==> config.mk <==
export PLATFORM = sky130hd
export DESIGN_NAME = control_unit
export DESIGN_NICKNAME = d
export VERILOG_FILES = /design/src/rtl/control_unit.sv
export SDC_FILE = /design/constraint.sdc
export NUM_CORES = 1
export LEC_CHECK = 0
export CORE_MARGIN = 4
export CORE_UTILIZATION = 49
export DETAILED_ROUTE_END_ITERATION = 10
export GPL_ROUTABILITY_DRIVEN = 0
export PLACE_DENSITY = 0.91
export SYNTH_ARGS = -nofsm -noshare
export SYNTH_HDL_FRONTEND = slang
export SYNTH_SLANG_ARGS = --single-unit
==> constraint.sdc <==
create_clock -name clk -period 5.75 [get_ports clk]
set_input_delay 0.8625 -clock clk [delete_from_list [all_inputs] [get_ports clk]]
set_output_delay 0.8625 -clock clk [all_outputs]
set_load 0.05 [all_outputs]
==> src/rtl/control_unit.sv <==
// control_unit
//   Microcoded-style Moore controller for a small 16-bit bus-based datapath.
//   It walks fetch, decode and execute sequences for ALU, LD, ST, BZ and HALT
//   instructions and drives the datapath load/tristate/select strobes.
//
//   Memory handshake: mem_rd/mem_wr are held while mem_ready is low. A read
//   loads the MDR (lmdr) in the cycle mem_ready is seen. The controller may
//   leave a wait state only in that same cycle. A wait that lasts
//   MEM_TIMEOUT cycles without mem_ready stops the machine in HALT and sets
//   the sticky bus_err flag.
//
// Ports
//   clk, reset        : rising-edge clock, synchronous active-high reset
//   ir[15:0]          : opcode [15:12], rd [11:9], rs1 [8:6], rs2 [5:3]
//   zin               : ALU zero flag, captured into zflag only in E2
//   mem_ready         : memory handshake completion
//   lmar..ldy         : register load enables
//   tt..tmdrext       : bus tristate enables (at most one per cycle)
//   rmdri, rmarx,
//   rdr, wrr          : MDR-from-bus, MAR drives address, reg read, reg write
//   pa, wpa           : register file read / write addresses
//   fnsel             : ALU function (ADD 010, SUB 110, AND 000, OR 001, SLT 111)
//   mem_rd, mem_wr    : memory strobes
//   halted, bus_err   : machine stopped / memory timeout seen
//   illegal           : one-cycle pulse in DEC for an undefined opcode
module control_unit #(
    parameter int MEM_TIMEOUT = 16
) (
    input  logic        clk,
    input  logic        reset,
    input  logic [15:0] ir,
    input  logic        zin,
    input  logic        mem_ready,
    output logic        lmar,
    output logic        lt,
    output logic        lpc,
    output logic        lir,
    output logic        lmdr,
    output logic        ldx,
    output logic        ldy,
    output logic        tt,
    output logic        tpc,
    output logic        tp,
    output logic        t2,
    output logic        tmdr2x,
    output logic        tmdrext,
    output logic        rmdri,
    output logic        rmarx,
    output logic        rdr,
    output logic        wrr,
    output logic [2:0]  pa,
    output logic [2:0]  wpa,
    output logic [2:0]  fnsel,
    output logic        mem_rd,
    output logic        mem_wr,
    output logic        halted,
    output logic        bus_err,
    output logic        illegal
);

    typedef enum logic [4:0] {
        RST, F0, F1, F2, F3, F4, F5, F6, DEC,
        E0, E1, E2, E3,
        A0, A1, A2, A3,
        L4, L5, S4, S5,
        B0, B1, B2, B3,
        HALT
    } state_e;

    localparam logic [2:0] FN_ADD = 3'b010;
    localparam logic [2:0] FN_SUB = 3'b110;
    localparam logic [2:0] FN_AND = 3'b000;
    localparam logic [2:0] FN_OR  = 3'b001;
    localparam logic [2:0] FN_SLT = 3'b111;

    // The wait counter holds (cycles already spent in the wait state), so the
    // MEM_TIMEOUT-th cycle is the one where it reads MEM_TIMEOUT-1.
    localparam logic [7:0] WAIT_LAST = 8'(MEM_TIMEOUT - 1);

    state_e     state_q, state_d;
    logic       zflag_q, zflag_d;
    logic       bus_err_q, bus_err_d;
    logic [7:0] wait_q, wait_d;

    logic [3:0] opcode;
    logic [2:0] rd_f, rs1_f, rs2_f;
    logic       timeout;
    logic       unused_ir_bits;

    assign opcode         = ir[15:12];
    assign rd_f           = ir[11:9];
    assign rs1_f          = ir[8:6];
    assign rs2_f          = ir[5:3];
    assign unused_ir_bits = ^ir[2:0];
    assign timeout        = (wait_q == WAIT_LAST) && !mem_ready;

    // State register
    always_ff @(posedge clk) begin
        if (reset) begin
            state_q   <= RST;
            zflag_q   <= 1'b0;
            bus_err_q <= 1'b0;
            wait_q    <= 8'd0;
        end else begin
            state_q   <= state_d;
            zflag_q   <= zflag_d;
            bus_err_q <= bus_err_d;
            wait_q    <= wait_d;
        end
    end

    // Next-state logic
    always_comb begin
        state_d   = state_q;
        zflag_d   = zflag_q;
        bus_err_d = bus_err_q;
        unique case (state_q)
            RST: state_d = F0;
            F0:  state_d = F1;
            F1: begin
                if (mem_ready) begin
                    state_d = F2;
                end else if (timeout) begin
                    state_d   = HALT;
                    bus_err_d = 1'b1;
                end
            end
            F2:  state_d = F3;
            F3:  state_d = F4;
            F4:  state_d = F5;
            F5:  state_d = F6;
            F6:  state_d = DEC;
            DEC: begin
                unique case (opcode)
                    4'd0, 4'd1, 4'd2, 4'd3, 4'd4: state_d = E0;
                    4'd5, 4'd6:                   state_d = A0;
                    4'd7:                         state_d = zflag_q ? B0 : F0;
                    4'd15:                        state_d = HALT;
                    default:                      state_d = F0;
                endcase
            end
            E0:  state_d = E1;
            E1:  state_d = E2;
            E2: begin
                state_d = E3;
                zflag_d = zin;
            end
            E3:  state_d = F0;
            A0:  state_d = A1;
            A1:  state_d = A2;
            A2:  state_d = A3;
            // ir still holds the instruction, so LD/ST splits after the
            // shared address phase.
            A3:  state_d = (opcode == 4'd6) ? S4 : L4;
            L4: begin
                if (mem_ready) begin
                    state_d = L5;
                end else if (timeout) begin
                    state_d   = HALT;
                    bus_err_d = 1'b1;
                end
            end
            L5:  state_d = F0;
            S4:  state_d = S5;
            S5: begin
                if (mem_ready) begin
                    state_d = F0;
                end else if (timeout) begin
                    state_d   = HALT;
                    bus_err_d = 1'b1;
                end
            end
            B0:   state_d = B1;
            B1:   state_d = B2;
            B2:   state_d = B3;
            B3:   state_d = F0;
            HALT: state_d = HALT;
            default: state_d = RST;
        endcase

        // Count only while staying in a wait state; any entry starts at zero.
        if ((state_q == F1 || state_q == L4 || state_q == S5) && state_d == state_q) begin
            wait_d = wait_q + 8'd1;
        end else begin
            wait_d = 8'd0;
        end
    end

    // Output logic (Moore, except lmdr in read waits qualified by mem_ready)
    always_comb begin
        lmar = 1'b0; lt = 1'b0; lpc = 1'b0; lir = 1'b0;
        lmdr = 1'b0; ldx = 1'b0; ldy = 1'b0;
        tt = 1'b0; tpc = 1'b0; tp = 1'b0; t2 = 1'b0;
        tmdr2x = 1'b0; tmdrext = 1'b0;
        rmdri = 1'b0; rmarx = 1'b0; rdr = 1'b0; wrr = 1'b0;
        pa = 3'd0; wpa = 3'd0; fnsel = 3'd0;
        mem_rd = 1'b0; mem_wr = 1'b0; halted = 1'b0; illegal = 1'b0;
        bus_err = 1'b0;
        unique case (state_q)
            F0:  begin tpc = 1'b1; lmar = 1'b1; end
            F1:  begin rmarx = 1'b1; mem_rd = 1'b1; lmdr = mem_ready; end
            F2:  begin tmdr2x = 1'b1; lir = 1'b1; end
            F3:  begin tpc = 1'b1; ldx = 1'b1; end
            F4:  begin t2 = 1'b1; ldy = 1'b1; end
            F5:  begin fnsel = FN_ADD; lt = 1'b1; end
            F6:  begin tt = 1'b1; lpc = 1'b1; end
            DEC: illegal = !(opcode <= 4'd7 || opcode == 4'd15);
            E0:  begin rdr = 1'b1; pa = rs1_f; tp = 1'b1; ldx = 1'b1; end
            E1:  begin rdr = 1'b1; pa = rs2_f; tp = 1'b1; ldy = 1'b1; end
            E2: begin
                lt = 1'b1;
                unique case (opcode)
                    4'd0:    fnsel = FN_ADD;
                    4'd1:    fnsel = FN_SUB;
                    4'd2:    fnsel = FN_AND;
                    4'd3:    fnsel = FN_OR;
                    4'd4:    fnsel = FN_SLT;
                    default: fnsel = FN_AND;
                endcase
            end
            E3:  begin tt = 1'b1; wrr = 1'b1; wpa = rd_f; end
            A0:  begin rdr = 1'b1; pa = rs1_f; tp = 1'b1; ldx = 1'b1; end
            A1:  begin tmdrext = 1'b1; ldy = 1'b1; end
            A2:  begin fnsel = FN_ADD; lt = 1'b1; end
            A3:  begin tt = 1'b1; lmar = 1'b1; end
            L4:  begin rmarx = 1'b1; mem_rd = 1'b1; lmdr = mem_ready; end
            L5:  begin tmdr2x = 1'b1; wrr = 1'b1; wpa = rd_f; end
            S4:  begin rdr = 1'b1; pa = rd_f; tp = 1'b1; rmdri = 1'b1; lmdr = 1'b1; end
            S5:  begin rmarx = 1'b1; mem_wr = 1'b1; end
            B0:  begin tpc = 1'b1; ldx = 1'b1; end
            B1:  begin tmdrext = 1'b1; ldy = 1'b1; end
            B2:  begin fnsel = FN_ADD; lt = 1'b1; end
            B3:  begin tt = 1'b1; lpc = 1'b1; end
            HALT: begin halted = 1'b1; bus_err = bus_err_q; end
            default: ;
        endcase
    end

endmodule

==> reports/metrics.csv <==
metric,value,unit
status,completed,
"slowest stage delay, CP",940,ps
"Seq/Total Area, Yosys",0.208,
post-synthesis average cell area,6.76,um2
CP max FO,26,
clock-pin slew on the worst setup and hold paths,90,ps
GRT Total Usage,0.195,
Crit path arrival time,3240,ps
Routed WL per cell,14.0,um
DRT antenna net count,0,
core area,2780,um2
Fmax,244,MHz
Routed WL,3920,um
IO Pins,51,
"EDFF count, synth",0,
Reg2Reg Depth,5,
CP endpoint kind,output pin,
Clock Skews,12.4,ps
Layout Nets,270,
post-synth cell types,44,
crit path cell chain,"inv_1, nor2_1, a21oi_1, nor3_1, a21o_1, clkdlybuf4s50_1",
gr ovfl total,0,
DIE AREA,3890,um2
final max-slew violation count,0,
die width,62.3,um
launching element type of the critical path,flip-flop,
vias in the first global route,1489,
Row Count,19,
critical path's top delay family,buffers and inverters,
clk sinks,15,
Synth Warn #,0,
drt drc,0,
fin crit share,0.713,
largest net degree at the start of global routing,37,
first-pass GRT wire length,6550,um
TNS Setup,0,ps
final core occ,0.687,
diode count,0,
"Hold Vio Cnt, Final",0,
CTS tree,built,
worst hold margin,469,ps
fin crit period,4100,ps
worst-margin pin slew,982,ps
syn nets,235,
Clk Tree Root Cell,clkbuf_4,
post_cts resized,0,
Vias/cell,6.08,
Post-Synthesis Cells,214,
power density over cell area,346,nW/um2
Post-synth ARST share,0,
Worst slew margin,0.344,
hold_buf cts,0,
post-CTS setup buffers,0,
slowest CP cell,dfxtp_1,
initial antenna violation count,0,
starting density of the core,0.520,
Area Overhead vs Synth,32.1,%
mapped cell area,1450,um2
H-tree depth,1,
Max clock buf depth,2,
register bit total from synthesis,15,
max cap viols,0,
critical path depth,6,
CTS buffer count,3,
Iter 0 DRT Violations,73,
Buf/Inv on CP,2,
First-pass DRT Iterations,4,
post-DP HPWL,2960,um
"commonest non-fill, non-tap cell in the layout",clkdlybuf4s50_1,
most frequent cells in the layout,"clkdlybuf4s50_1, nor2_1, nand2_1",
Die H,62.3,um
vias after detailed routing,1697,
hold path depth,1,
Skew-Pair Late Insertion Delay,290,ps
unrepaired setup endpoints after global routing,no,
"IR drop worst, VDD",0.000260,V
setup violators final,0,
worst hold path class,reg2reg,
P_leak,0.000635,uW
layout cells sized above 1,0.0363,
Layout fillers,248,
"Primary FF master, synth",dfxtp_1,
WP data required,4890,ps
Port Buffers,47,
critical path type,reg2out,
## sequential cells by signal, summed over array words and instances, names as in the netlist
name,flops
bus_err_q,1
state_q,5
wait_q,8
zflag_q,1
## logic make-up after synthesis
family / count (synthesis) / share of synthesized area
AOI/OAI and AO/OA: 50 / 0.227
xor gates and xnor gates: 10 / 0.0606
adders and majority gates: 1 / 0.00865
buffers and inverters: 26 / 0.0779
DFF: 15 / 0.208
muxes: 2 / 0.0138
and+or+nand+nor: 110 / 0.405
## routing by layer
metal | wire, um | global-route usage
met5 | 0 | 0
met2 | 1840 | 0.308
met1 | 1670 | 0.258
met3 | 335 | 0.0450
met4 | 70 | 0.0663
## cell type report
cell class,instances,area (um2),area share
timing repair buffer,49,485,0.254
tap,31,38.8,0.0203
clock buffer,4,26.3,0.0138
multi-input combinational,173,1030,0.541
inverter,7,26.3,0.0138
sequential,15,300,0.157
## cell usage after synthesis, types with 2 or more instances
| cell | count | area share |
|---|---|---|
| a211oi_1 | 2 | 0.010 |
| a21oi_1 | 19 | 0.066 |
| a22oi_1 | 5 | 0.026 |
| a31oi_1 | 2 | 0.0086 |
| and2_1 | 5 | 0.022 |
| and3_1 | 2 | 0.0086 |
| buf_1 | 5 | 0.013 |
| buf_2 | 3 | 0.010 |
| buf_4 | 3 | 0.016 |
| clkbuf_1 | 8 | 0.021 |
| dfxtp_1 | 15 | 0.21 |
| inv_1 | 7 | 0.018 |
| mux2i_1 | 2 | 0.014 |
| nand2_1 | 24 | 0.062 |
| nand2b_1 | 4 | 0.017 |
| nand3_1 | 13 | 0.045 |
| nand4_1 | 2 | 0.0086 |
| nor2_1 | 27 | 0.070 |
| nor2b_1 | 3 | 0.013 |
| nor3_1 | 13 | 0.045 |
| nor3b_1 | 5 | 0.026 |
| nor4_1 | 5 | 0.022 |
| o211ai_1 | 2 | 0.010 |
| o21ai_0 | 6 | 0.021 |
| o22ai_1 | 3 | 0.013 |
| o32ai_1 | 2 | 0.012 |
| o41ai_1 | 2 | 0.012 |
| xnor2_1 | 7 | 0.042 |
| xor2_1 | 3 | 0.018 |
## worst paths after layout
| path | startpoint | endpoint | slack (ps) |
|---|---|---|---|
| worst max register to register | state_q[0] | wait_q[3] | 3110 |
| worst max-delay path | state_q[0] | lmdr | 1650 |
| worst min register to register | wait_q[0] | wait_q[0] | 470 |
| worst min-delay path | wait_q[0] | wait_q[0] | 470 |
## power by group
part	leakage (uW)	internal [uW]	switching [uW]
clock	0.0000150	27.0	33.6
combinational	0.000499	162	284
sequential	0.000122	115	40.1
total	0.000635	304	357
## stage by stage
step | area, um2 | total power (uW) | setup WS [ps] | cells
global route | 1910 | 709 | 1440 | 279
floorplan | 1450 | 490 | 2110 | 214
global placement | 1880 | 592 | 2110 | 275
detailed placement | 1880 | 600 | 2020 | 275
finish | 1910 | 662 | 1650 | 279
CTS | 1910 | 660 | 1700 | 279
No activity file was read; power rests on OpenSTA's default activity.
